===== config.mk =====
export PLATFORM = sky130hd
export DESIGN_NAME = uart_rx
export DESIGN_NICKNAME = d
export VERILOG_FILES = /design/src/rtl/uart_rx.sv
export SDC_FILE = /design/constraint.sdc
export NUM_CORES = 1
export LEC_CHECK = 0
export CAP_MARGIN = 20
export CORE_MARGIN = 3
export CORE_UTILIZATION = 58
export CTS_CLUSTER_DIAMETER = 80
export CTS_CLUSTER_SIZE = 30
export DETAILED_ROUTE_END_ITERATION = 10
export PLACE_DENSITY = 0.86
export SKIP_LAST_GASP = 1
export SLEW_MARGIN = 25
export SYNTH_ARGS = -nofsm -noshare
export SYNTH_HDL_FRONTEND = slang
export SYNTH_SLANG_ARGS = --single-unit

===== constraint.sdc =====
create_clock -name clk -period 2.8 [get_ports clk]
set_input_delay 0.56 -clock clk [delete_from_list [all_inputs] [get_ports clk]]
set_output_delay 0.56 -clock clk [all_outputs]
set_load 0.05 [all_outputs]

===== src/rtl/uart_rx.sv =====
`default_nettype none
`timescale 1ns/1ps
// +----------------------------------------------------------------------------+
// | uart_rx : 16x-oversampled UART receiver, LSB first, single-word holding reg |
// | Optional even parity bit when UART_RX_PARITY_EN is defined.                 |
// | Rev 1.0                                                                      |
// +----------------------------------------------------------------------------+
module uart_rx #(
  parameter int DATA_W = 8
) (
  input  logic              clk,
  input  logic              rst,
  input  logic              uart_en,
  input  logic              rx_tick,
  input  logic              rx_in,
  input  logic              rx_ack,
  output logic [DATA_W-1:0] rx_data,
  output logic              rx_valid,
  output logic              frame_err,
`ifdef UART_RX_PARITY_EN
  output logic              parity_err,
`endif
  output logic              overrun_err
);

  localparam logic [2:0] c_IDLE   = 3'd0;
  localparam logic [2:0] c_START  = 3'd1;
  localparam logic [2:0] c_DATA   = 3'd2;
  localparam logic [2:0] c_STOP   = 3'd3;
`ifdef UART_RX_PARITY_EN
  localparam logic [2:0] c_PARITY = 3'd4;
`endif

  logic              r_sync1;
  logic              r_sync2;
  logic [2:0]        r_state;
  logic [3:0]        r_tick_cnt;
  logic [2:0]        r_bit_cnt;
  logic [DATA_W-1:0] r_shift;

  logic w_mid_start;
  logic w_bit_end;
  logic w_last_bit;
  logic w_stop_evt;
  logic w_par_ok;
  logic w_good;

  assign w_mid_start = (r_tick_cnt == 4'd7);
  assign w_bit_end   = (r_tick_cnt == 4'd15);
  assign w_last_bit  = (r_bit_cnt == 3'(DATA_W - 1));
  assign w_stop_evt  = uart_en && rx_tick && (r_state == c_STOP) && w_bit_end;
  assign w_good      = w_stop_evt && r_sync2 && w_par_ok;

  always_ff @(posedge clk or negedge rst) begin
    if (!rst) begin
      r_sync1 <= 1'b1;
      r_sync2 <= 1'b1;
    end else begin
      r_sync1 <= rx_in;
      r_sync2 <= r_sync1;
    end
  end

`ifdef UART_RX_PARITY_EN
  logic r_par_bit;

  always_ff @(posedge clk or negedge rst) begin
    if (!rst) begin
      r_par_bit <= 1'b0;
    end else if (!uart_en) begin
      r_par_bit <= 1'b0;
    end else if (rx_tick && (r_state == c_PARITY) && w_bit_end) begin
      r_par_bit <= r_sync2;
    end
  end

  // Even parity: data plus parity bit carry an even number of ones.
  assign w_par_ok = ~(^{r_shift, r_par_bit});
`else
  assign w_par_ok = 1'b1;
`endif

  always_ff @(posedge clk or negedge rst) begin
    if (!rst) begin
      r_state    <= c_IDLE;
      r_tick_cnt <= 4'd0;
      r_bit_cnt  <= 3'd0;
      r_shift    <= '0;
    end else if (!uart_en) begin
      r_state    <= c_IDLE;
      r_tick_cnt <= 4'd0;
      r_bit_cnt  <= 3'd0;
      r_shift    <= '0;
    end else if (rx_tick) begin
      case (r_state)
        c_IDLE: begin
          if (!r_sync2) begin
            r_state    <= c_START;
            r_tick_cnt <= 4'd0;
          end
        end
        c_START: begin
          if (w_mid_start) begin
            r_tick_cnt <= 4'd0;
            r_bit_cnt  <= 3'd0;
            r_state    <= r_sync2 ? c_IDLE : c_DATA;
          end else begin
            r_tick_cnt <= r_tick_cnt + 4'd1;
          end
        end
        // Tick counter wraps 15 -> 0, so each sample lands 16 ticks after the last.
        c_DATA: begin
          r_tick_cnt <= r_tick_cnt + 4'd1;
          if (w_bit_end) begin
            r_shift <= {r_sync2, r_shift[DATA_W-1:1]};
            if (w_last_bit) begin
              r_bit_cnt <= 3'd0;
`ifdef UART_RX_PARITY_EN
              r_state   <= c_PARITY;
`else
              r_state   <= c_STOP;
`endif
            end else begin
              r_bit_cnt <= r_bit_cnt + 3'd1;
            end
          end
        end
`ifdef UART_RX_PARITY_EN
        c_PARITY: begin
          r_tick_cnt <= r_tick_cnt + 4'd1;
          if (w_bit_end) r_state <= c_STOP;
        end
`endif
        c_STOP: begin
          r_tick_cnt <= r_tick_cnt + 4'd1;
          if (w_bit_end) r_state <= c_IDLE;
        end
        default: begin
          r_state    <= c_IDLE;
          r_tick_cnt <= 4'd0;
        end
      endcase
    end
  end

  // A completing frame may reuse the holding register only if it is free or being acked now.
  always_ff @(posedge clk or negedge rst) begin
    if (!rst) begin
      rx_data     <= '0;
      rx_valid    <= 1'b0;
      frame_err   <= 1'b0;
      overrun_err <= 1'b0;
    end else begin
      frame_err   <= w_stop_evt && !r_sync2;
      overrun_err <= w_good && rx_valid && !rx_ack;
      if (w_good && (!rx_valid || rx_ack)) begin
        rx_data  <= r_shift;
        rx_valid <= 1'b1;
      end else if (rx_ack) begin
        rx_valid <= 1'b0;
      end
    end
  end

`ifdef UART_RX_PARITY_EN
  always_ff @(posedge clk or negedge rst) begin
    if (!rst) begin
      parity_err <= 1'b0;
    end else begin
      parity_err <= w_stop_evt && !w_par_ok;
    end
  end
`endif

endmodule
`default_nettype wire


# Word-level counts from Yosys, hierarchy flattened
# Cells that the tools add are included.
dict set report totals {
  inputBits 6
  elab_cells 72
  out_inout_bits 11
  regBits 31
}
dict set report classes {
  n_addsub 2
  n_reduce_logical 19
  muxes 26
  eq_ne 15
}
# operator n
set ops {}
lappend ops {{$mux 3} 12}
lappend ops {{$mux 8} 4}
lappend ops {{$mux 4} 4}
lappend ops {{$ne 3x3->1 const B} 5}
lappend ops {{$pmux 3 s4} 1}
lappend ops {{$pmux 4 s3} 1}
lappend ops {{$logic_and 1x1->1} 8}
lappend ops {{$eq 3x2->1 const B} 2}
lappend ops {{$ne 2x1->1 const B} 3}
lappend ops {{$pmux 3 s2} 1}
lappend ops {{$reduce_and 6->1} 1}
lappend ops {{$add 4x1->4 const B} 1}
lappend ops {{$eq 4x3->1 const B} 1}
lappend ops {{$eq 4x4->1 const B} 1}
lappend ops {{$reduce_and 4->1} 1}
lappend ops {{$add 3x1->3 const B} 1}
lappend ops {{$eq 3x1->1 const B} 1}
lappend ops {{$eq 3x3->1 const B} 1}
lappend ops {{$logic_not 1->1} 3}
lappend ops {{$logic_not 3->1} 1}
lappend ops {{$ne 3x1->1 const B} 1}
lappend ops {{$reduce_and 3->1} 1}
lappend ops {{$mux 1} 2}
lappend ops {{$mux 2} 1}
lappend ops {{4 further kinds} 4}

# Depth between registers and ports, before layout
# Gate-level depths: netlist of the first run.
dict set report depth {
  word_depth 6
  ltp_mapped 5
  depth_no_buf 5
}

# Worst setup path after synthesis of the first run
# Ideal clock, no wire load.
dict set report synth_timing {
  path_kind {input to register}
  start {input rx_tick}
  end {register rx_data[0]}
  path_stages 5
  setup_time_ns 0.125
  required_ns 2.675
  arrival_time_ns 1.447
  slack_ns 1.228
  path_buffers 2
  path_cell_list {buf_6 > and4_1 > and3_4 > buf_12 > mux2_4}
}
dict set report synth_between {
  elab_chain_len 5
}
# element line_no
set synth_rtl {}
lappend synth_rtl {{start, declared} 14} ;# input logic rx_tick,
lappend synth_rtl {{$logic_and 1x1->1 (3 in series)} 51} ;# assign w_stop_evt = uart_en && rx_tick && (r_state == c_STOP) && w_bit_end;
lappend synth_rtl {{$logic_and 1x1->1} 52} ;# assign w_good = w_stop_evt && r_sync2 && w_par_ok;
lappend synth_rtl {{$logic_and 1x1->1} 156} ;# if (w_good && (!rx_valid || rx_ack)) begin
lappend synth_rtl {{end signal, assigned} 157} ;# rx_data <= r_shift;
lappend synth_rtl {{end, declared} 17} ;# output logic [DATA_W-1:0] rx_data,
# Every way passes these cells.
# A chain may end at the register's enable or synchronous reset.

# Final worst setup path of the first run
dict set report layout_timing {
  start {register rx_data[4]}
  end {output rx_data[4]}
}
# No word-level cell between the ends.

==> results of run 1 <==
## flip-flops by register name, summed over array words and instances, names as in the netlist
register / flops
r_shift: 8
r_sync2: 1
r_tick_cnt: 4
overrun_err: 1
rx_data: 8
frame_err: 1
r_bit_cnt: 3
rx_valid: 1
r_state: 2
r_sync1: 1
## final cells by class
type                            count  area share [%]
Sequential cell                    30            45.6
Multi-Input combinational cell     86            39.0
Timing Repair Buffer               17            10.2
Clock buffer                        5            2.27
Tap cell                           28            2.12
Clock inverter                      2           0.607
Inverter                            1           0.227
## stage by stage
stage | power, mW | worst slack, ps | hold slack [ps]
detailed placement | 0.498 | 486 | 347
finish | 0.721 | 716 | 358
global placement | 0.496 | 550 | 346
global route | 0.755 | 661 | 367
CTS | 0.732 | 692 | 359
floorplan | 0.479 | 1230 | 264
## worst reg2reg max path: stages (launching register included)
cell     delay (ps)
dfrtp_1         390
ha_1            280
and4_4          280
and3_4          290
mux2_4          330
## per-layer routing
layer	track usage [%]	wire length, um	vias to the layer above
met5	0	0	-
met4	11.2	66	0
met3	4.83	87	8
met2	29.5	1280	16
met1	26.4	1230	500
li1	-	-	487
## layout by cell type (no fill, tap or decap)
cell             Yosys  layout
a21boi_0             1       1
a21oi_1              9       9
a21oi_2              1       1
a22o_1               2       2
a31o_2               1       1
a41o_1               1       1
and3_1               1       1
and3_2               1       1
and3_4               1       1
and3b_1              1       1
and4_1               1       1
and4_4               1       1
buf_4                0       1
clkbuf_4             0       5
clkdlybuf4s50_1      0      16
clkinv_1             1       1
clkinv_2             0       2
dfrtp_1             28      28
dfstp_2              2       2
ha_1                 3       3
mux2_2               1       1
mux2_4               8       8
mux2i_1              3       3
nand2_1              8       8
nand2b_1             1       1
nand3_1             12      12
nand3b_1             4       4
nand4b_1             2       2
nor2_1               3       3
nor3b_1              2       2
nor4_1               1       1
o211ai_1             1       1
o21a_1               2       2
o21ai_0              8       8
o21ai_2              1       1
o41ai_1              1       1
or2b_1               1       1
or3b_4               1       1
xnor2_1              1       1
xor2_1               1       1
## path summary, 6_finish.rpt
path	startpoint	slack, ps	to	cells past startpoint
max	rx_data[4]$_DFFE_PN0P_	720	rx_data[4]	1
min	r_sync1$_DFF_PN1_	360	r_sync2$_DFF_PN1_	0
max reg2reg	r_tick_cnt[0]$_DFFE_PN0P_	1120	rx_data[4]$_DFFE_PN0P_	4
min reg2reg	r_sync1$_DFF_PN1_	360	r_sync2$_DFF_PN1_	0
max in group asynchronous	rst	1870	r_sync2$_DFF_PN1_	2
min in group asynchronous	rst	610	rx_data[6]$_DFFE_PN0P_	2
## kinds of logic (layout without fill, tap and decap cells)
family / count (synthesis) / after routing
XOR/XNOR: 2 / 2
multiplexers: 12 / 12
flip-flops: 30 / 30
AND/OR/NAND/NOR: 41 / 41
adder cells (fa/ha/maj): 3 / 3
buffers and inverters: 9 / 25
AO/OA/AOI/OAI: 28 / 28
## where the power goes
part	internal [mW]	leakage, nW	switching, mW
registers	0.439	0.410	0.00975
logic	0.0185	0.299	0.0217
clock network	0.0899	0.0308	0.142
==> results.py, run 1 <==
metrics = {
    "floorplan": {
        "ioPinCount": 17,
        "rows": 17,
        "die_x_um": 56.3,
        "initial_utilization_pct": 63.9,
        "die_area_mm2": 0.00317,
        "core-area_mm2": 0.00230,
        "fp.dieH_um": 56.3,
    },
    "clock_tree": {
        "cts_tree": "built",
        "cts_root_buffer": "clkbuf_4",
        "clock_latency_ps": 330,
        "cts_resized": 0,
        "htree_levels": 2,
        "cts.sinks": 30,
        "cts.reportedPaths.clkPinSlew_ps": 90,
        "postCtsSetupBuffers": 0,
        "hold_buffers": 0,
        "clockBufferDepth": 2,
        "cts_inserted_buffers": 5,
    },
    "final_layout": {
        "antenna_cells": 0,
        "final_cells": 169,
        "finish.utilization_pct": 71.8,
        "final_area_mm2": 0.00165,
        "synthToLayoutAreaGrowth_pct": 12.4,
        "multi_input_area_um2": 643,
        "seq_area_um2": 753,
        "fill_cells": 177,
        "drive_gt1_share_pct": 18.4,
        "fin_nets": 150,
    },
    "placement": {
        "placed_area_mm2": 0.00160,
        "portBuffers": 16,
        "dp_cells": 162,
        "dpl.hpwl_mm": 1.88,
        "place.gp.congestion": 0.799,
    },
    "logic_synthesis": {
        "synthXorXnorAreaFrac_pct": 1.19,
        "yosys-top-cells-area": "dfrtp_1 (48%), mux2_4 (8.2%), nand3_1 (4.1%)",
        "synth_top_family_by_area": "simple AND/OR/NAND/NOR gates",
        "synth.distinct_cells": 39,
        "muxShareOfSynthArea_pct": 11.0,
        "synth_top_cell_by_area": "dfrtp_1",
        "synth_edf_count": 0,
        "postSynthCellCount": 125,
        "async_flop_share_pct": 100,
        "synth-compound-area-share_pct": 12.1,
        "synth.most_common_cell": "dfrtp_1",
        "synthTopCellsByCount": "dfrtp_1 (28), nand3_1 (12), a21oi_1 (9)",
        "ys_ff_latch": 30,
        "synthAdderAreaFrac_pct": 2.56,
        "synth_area_mm2": 0.00147,
        "yosys_most_used_dff": "dfrtp_1",
        "ys_warn_count": 0,
        "ys_seq_area_share_pct": 51.3,
        "syn_nets": 134,
        "synth_top_area_share_pct": 47.7,
        "yosys.area_share.simple_pct": 17.0,
        "synth.avg_cell_area_um2": 11.7,
    },
    "sta": {
        "fin_worst_skew_ps": 10.3,
        "setup_violations": 0,
        "fin_crit_ps": 2080,
        "worst_slew_pin_slew_ps": 507,
        "tns_ps": 0,
        "maxSlewHeadroom_pct": 66.1,
        "finalCritPeriodShare_pct": 74.4,
        "maxSlewViolCount": 0,
        "rsz0062_at_grt": "no",
        "finalHoldViolations": 0,
        "max_freq_mhz": 480,
    },
    "critical_path": {
        "cp.buffers_inverters": 1,
        "path_class": "reg -> out",
        "cp.required_ps": 2240,
        "critPathTopFamily": "buffers and inverters",
        "path_cells": "clkdlybuf4s50_1",
        "cpPeakStageDelay_ps": 810,
        "endpoint_kind": "output port",
        "startpoint_type": "flip-flop",
        "cp.arrival_ps": 1520,
        "cp_max_fo": 2,
        "cpMaxStageDelayCell": "clkdlybuf4s50_1",
    },
    "power": {
        "powerDensity_mw_per_mm2": 437,
        "leakagePower_nw": 0.740,
        "max-vdd-ir-drop_mv": 0.313,
    },
    "detailed_routing": {
        "drcViolationCount": 0,
        "vias": 1011,
        "viasPerCell": 5.98,
        "routed_wl_mm": 2.67,
        "wl_per_cell_um": 15.8,
        "drt_iter0_markers": 12,
        "drt_first_pass_iters": 4,
        "drtAntennaViolNets": 0,
    },
    "global_routing": {
        "antenna_found_initial": 0,
        "grt_usage_pct": 19.8,
        "grt_max_degree": 31,
        "first_global_vias": 1010,
        "grt-ovfl-total": 0,
        "grt_first_pass_wirelength_mm": 4.78,
    },
    "worst_hold_path": {
        "hold_path.class": "reg -> reg",
    },
    "job": {
        "maxCapViolations": 0,
    },
    "status": {
        "outcome": "complete, no violations",
    },
}
Note: power is estimated with default switching activity, not from simulation.
==> run 2: changes to the inputs <==
--- a/config.mk
+++ b/config.mk
@@ -7,11 +7,11 @@
 export LEC_CHECK = 0
 export CAP_MARGIN = 20
 export CORE_MARGIN = 3
-export CORE_UTILIZATION = 58
+export CORE_UTILIZATION = 49
 export CTS_CLUSTER_DIAMETER = 80
 export CTS_CLUSTER_SIZE = 30
 export DETAILED_ROUTE_END_ITERATION = 10
-export PLACE_DENSITY = 0.86
+export PLACE_DENSITY = 0.78
 export SKIP_LAST_GASP = 1
 export SLEW_MARGIN = 25
 export SYNTH_ARGS = -nofsm -noshare
==> constraint.sdc (replaced) <==
create_clock -name clk -period 1.87 [get_ports clk]
set_input_delay 0.374 -clock clk [delete_from_list [all_inputs] [get_ports clk]]
set_output_delay 0.374 -clock clk [all_outputs]
set_load 0.05 [all_outputs]
==> run 2 against run 1 <==
Against the previous run:
- hold slack gained 2.0 ps
- clock skew shrank 5.9 ps
- largest cell class unchanged
- critical path type is now reg -> reg
- sequential cell count is the same
- global-route usage shrank 2.1 points
- via count grew 4.7%
- highest routed layer unchanged
- critical path depth grew 3
- critical endpoint is now rx_data[7]$_DFFE_PN0P_
- power grew 58%
==> results.py, run 2 (synthesis results as in run 1) <==
metrics = {
    "final_layout": {
        "drive_gt1_share_pct": 25.0,
        "reg_top3": "r_shift: 8 flops, rx_data: 8 flops, r_tick_cnt: 4 flops",
        "finish.utilization_pct": 60.7,
        "final_cells": 179,
        "layout_commonest_cell": "dfrtp_1",
        "final_area_mm2": 0.00170,
        "fin_nets": 156,
        "synthToLayoutAreaGrowth_pct": 16.0,
        "antenna_cells": 0,
        "final_cell_mix": "dfrtp_1 (28), nand3_1 (12), buf_4 (12)",
    },
    "placement": {
        "portBuffers": 16,
        "place.gp.congestion": 0.886,
        "placed_area_mm2": 0.00164,
        "dpl.hpwl_mm": 2.00,
        "dp_cells": 171,
        "place_ws_ps": 30.6,
    },
    "critical_path": {
        "critPathTopFamily": "simple AND/OR/NAND/NOR gates",
        "cp.arrival_ps": 1910,
        "endpoint_kind": "flip-flop",
        "cp.buffers_inverters": 0,
        "r2r_slack_ps": 170,
        "crit_start": "r_tick_cnt[0]$_DFFE_PN0P_",
        "cpMaxStageDelayCell": "dfrtp_1",
        "cp.required_ps": 2080,
        "r2r_start": "r_tick_cnt[0]$_DFFE_PN0P_",
        "cp_max_fo": 8,
        "cpPeakStageDelay_ps": 390,
        "path_cells": "ha_1, and4_4, and3_4, mux2_4",
        "startpoint_type": "flip-flop",
        "path_class": "reg -> reg",
    },
    "sta": {
        "tns_ps": 0,
        "maxSlewViolCount": 0,
        "max_freq_mhz": 588,
        "setup_slack_ps": 168,
        "finalHoldViolations": 0,
        "fin_worst_skew_ps": 4.38,
        "holdWs_ps": 360,
        "fin_crit_ps": 1700,
        "setup_violations": 0,
        "rsz0062_at_grt": "no",
        "maxSlewHeadroom_pct": 66.2,
        "worst_slew_pin_slew_ps": 505,
        "finalCritPeriodShare_pct": 91.0,
    },
    "clock_tree": {
        "cts_resized": 3,
        "cts_root_buffer": "clkbuf_4",
        "cts_inserted_buffers": 5,
        "clockBufferDepth": 2,
        "cts_tree": "built",
        "postCtsSetupBuffers": 0,
        "cts.sinks": 30,
        "htree_levels": 2,
        "clock_latency_ps": 320,
        "hold_buffers": 0,
        "cts.reportedPaths.clkPinSlew_ps": 90,
    },
    "floorplan": {
        "core-area_mm2": 0.00281,
        "ioPinCount": 17,
        "die_area_mm2": 0.00369,
        "die_x_um": 60.7,
        "fp.dieH_um": 60.7,
        "rows": 19,
        "initial_utilization_pct": 52.3,
    },
    "detailed_routing": {
        "drcViolationCount": 0,
        "routed_wl_mm": 2.72,
        "vias": 1059,
        "drt_first_pass_iters": 4,
        "viasPerCell": 5.92,
        "drt_iter0_markers": 27,
        "drtAntennaViolNets": 0,
        "wl_per_cell_um": 15.2,
    },
    "worst_hold_path": {
        "hold_path.class": "reg -> reg",
        "hp-start": "r_sync1$_DFF_PN1_",
    },
    "power": {
        "power_mw": 1.14,
        "powerDensity_mw_per_mm2": 671,
        "max-vdd-ir-drop_mv": 0.507,
        "leakagePower_nw": 0.856,
    },
    "global_routing": {
        "antenna_found_initial": 0,
        "grt_first_pass_wirelength_mm": 4.83,
        "first_global_vias": 1098,
        "grt_usage_pct": 17.8,
        "grt_max_degree": 31,
        "grt-ovfl-total": 0,
    },
    "status": {
        "outcome": "complete, no violations",
    },
    "job": {
        "maxCapViolations": 0,
    },
}
==> run 2: worst paths after layout <==
path / to / cells past startpoint
max in group asynchronous: r_sync1$_DFF_PN1_ / 2
min reg2reg: r_sync2$_DFF_PN1_ / 0
min in group asynchronous: rx_data[3]$_DFFE_PN0P_ / 2
max reg2reg: rx_data[7]$_DFFE_PN0P_ / 4
min: r_sync2$_DFF_PN1_ / 0
max: rx_data[7]$_DFFE_PN0P_ / 4
==> run 2: final cells by class <==
cell class,instances,area (um^2)
Multi-Input combinational cell,86,643
Inverter,1,3.75
Fill cell,240,1100
Sequential cell,30,753
Clock inverter,1,5.00
Timing Repair Buffer,23,204
Tap cell,31,38.8
Clock buffer,7,55.1
==> run 2: worst register-to-register path: stages (launching register included) <==
cell	delay, ps
dfrtp_1	390
ha_1	300
and4_4	290
and3_4	290
mux2_4	320
==> run 2: power breakdown <==
| part | switching (mW) | internal [mW] |
|---|---|---|
| logic | 0.0405 | 0.0371 |
| registers | 0.00971 | 0.658 |
| clock network | 0.215 | 0.182 |
| total | 0.265 | 0.877 |
==> run 2: layer usage <==
metal | vias up | share of wire, % | GRT usage, %
met4 | 0 | 1.0 | 4.64
li1 | 498 | - | -
met1 | 532 | 42 | 19.8
met3 | 5 | 4.2 | 7.66
met2 | 24 | 53 | 31.0
met5 | - | 0 | 0
==> run 3: changes to the inputs <==
--- a/config.mk
+++ b/config.mk
@@ -11,6 +11,7 @@
 export CTS_CLUSTER_DIAMETER = 80
 export CTS_CLUSTER_SIZE = 30
 export DETAILED_ROUTE_END_ITERATION = 10
+export MAX_ROUTING_LAYER = met4
 export PLACE_DENSITY = 0.78
 export SKIP_LAST_GASP = 1
 export SLEW_MARGIN = 25
==> run 3 against run 2 <==
Against the previous run:
- register-to-register slack about the same
- clock power about the same
- maximum frequency grew 0.24%
- final cell count did not move
- non-clock buffer count did not move
- setup slack better by 4.2 ps
- wire length barely moved
- utilization is the same
- largest cell class unchanged
==> results.py, run 3 (synthesis results as in run 1) <==
metrics = {
    "status": {
        "outcome": "complete, no violations",
    },
    "final_layout": {
        "seq_area_um2": 753,
        "multi_input_area_um2": 643,
        "fill_cells": 240,
        "antenna_cells": 0,
        "layout_commonest_cell": "dfrtp_1",
        "final_cell_mix": "dfrtp_1 (28), nand3_1 (12), buf_4 (12)",
        "fin_nets": 156,
        "reg_top3": "r_shift: 8 flops, rx_data: 8 flops, r_tick_cnt: 4 flops",
        "final_area_mm2": 0.00170,
        "drive_gt1_share_pct": 25.0,
        "synthToLayoutAreaGrowth_pct": 16.0,
    },
    "power": {
        "power_mw": 1.14,
        "max-vdd-ir-drop_mv": 0.507,
        "powerDensity_mw_per_mm2": 671,
        "leakagePower_nw": 0.856,
    },
    "critical_path": {
        "startpoint_type": "flip-flop",
        "path_class": "reg -> reg",
        "endpoint_kind": "flip-flop",
        "path_cells": "ha_1, and4_4, and3_4, mux2_4",
        "critPathTopFamily": "simple AND/OR/NAND/NOR gates",
        "cp_max_fo": 8,
        "cpPeakStageDelay_ps": 390,
        "cp.arrival_ps": 1910,
        "cpMaxStageDelayCell": "dfrtp_1",
        "cp.buffers_inverters": 0,
        "cp.required_ps": 2080,
    },
    "floorplan": {
        "core-area_mm2": 0.00281,
        "die_x_um": 60.7,
        "die_area_mm2": 0.00369,
        "initial_utilization_pct": 52.3,
        "ioPinCount": 17,
        "rows": 19,
        "fp.dieH_um": 60.7,
    },
    "sta": {
        "fin_worst_skew_ps": 4.37,
        "finalHoldViolations": 0,
        "max_freq_mhz": 589,
        "maxSlewViolCount": 0,
        "setup_slack_ps": 172,
        "setup_violations": 0,
        "fin_crit_ps": 1700,
        "finalCritPeriodShare_pct": 90.8,
        "worst_slew_pin_slew_ps": 505,
        "maxSlewHeadroom_pct": 66.2,
        "tns_ps": 0,
        "rsz0062_at_grt": "no",
    },
    "detailed_routing": {
        "wl_per_cell_um": 15.2,
        "drt_first_pass_iters": 4,
        "drt_iter0_markers": 31,
        "viasPerCell": 5.84,
        "vias": 1046,
        "drcViolationCount": 0,
        "routed_wl_mm": 2.71,
        "drtAntennaViolNets": 0,
    },
    "clock_tree": {
        "htree_levels": 2,
        "cts_root_buffer": "clkbuf_4",
        "hold_buffers": 0,
        "cts_tree": "built",
        "cts.reportedPaths.clkPinSlew_ps": 90,
        "clock_latency_ps": 320,
        "postCtsSetupBuffers": 0,
        "cts_inserted_buffers": 5,
        "clockBufferDepth": 2,
        "cts.sinks": 30,
    },
    "worst_hold_path": {
        "hold_path.class": "reg -> reg",
    },
    "global_routing": {
        "first_global_vias": 1093,
        "grt_max_degree": 31,
        "grt_usage_pct": 18.4,
        "antenna_found_initial": 0,
        "grt_first_pass_wirelength_mm": 4.84,
        "grt-ovfl-total": 0,
    },
    "placement": {
        "placed_area_mm2": 0.00164,
        "portBuffers": 16,
        "place.gp.congestion": 0.900,
        "place_ws_ps": 30.6,
        "dpl.hpwl_mm": 2.00,
    },
    "job": {
        "maxCapViolations": 0,
    },
}
## run 3: worst paths after layout
path                                            from                endpoint  slack (ps)  cells after the start
max in group asynchronous                        rst       r_sync1$_DFF_PN1_        1130                      2
max reg2reg                r_tick_cnt[0]$_DFFE_PN0P_  rx_data[7]$_DFFE_PN0P_         170                      4
max                        r_tick_cnt[0]$_DFFE_PN0P_  rx_data[7]$_DFFE_PN0P_         170                      4
min                                r_sync1$_DFF_PN1_       r_sync2$_DFF_PN1_         360                      0
min reg2reg                        r_sync1$_DFF_PN1_       r_sync2$_DFF_PN1_         360                      0
min in group asynchronous                        rst  rx_data[3]$_DFFE_PN0P_         430                      2
## run 3: final cells by class
cell class              count  area share [%]
flip-flops and latches     30            44.2
multi-input cells          86            37.8
repair buffers             23            12.0
clock buffers               7            3.23
well taps                  31            2.28
clock inverters             1           0.294
inverters                   1           0.220
## run 3: repair_timing
action / in CTS / in global routing
endpoints found under the hold margin: 0 / 0
resized for setup: 3 / 3
setup endpoints to repair: 3 / 3
## run 3: where the power goes
group | switching (mW) | leakage, nW | internal (mW)
clock network | 0.215 | 0.0353 | 0.182
registers | 0.00969 | 0.410 | 0.658
logic | 0.0403 | 0.410 | 0.0371
total | 0.265 | 0.856 | 0.877
## run 3: metrics by stage
step                std cells  utilization [%]  hold slack, ps
floorplan                 125                -            78.4
finish                    179             60.7             360
CTS                       179             60.4             360
global route              179             60.7             364
detailed placement        171             58.4             347
global placement          171             58.4             345
## run 3: metal layers
layer	part of all wire [%]	vias to the layer above	track usage (%)
li1	-	499	-
met5	0	-	-
met3	4.2	4	7.66
met1	42	525	20.0
met4	0.88	0	4.64
met2	53	18	31.0
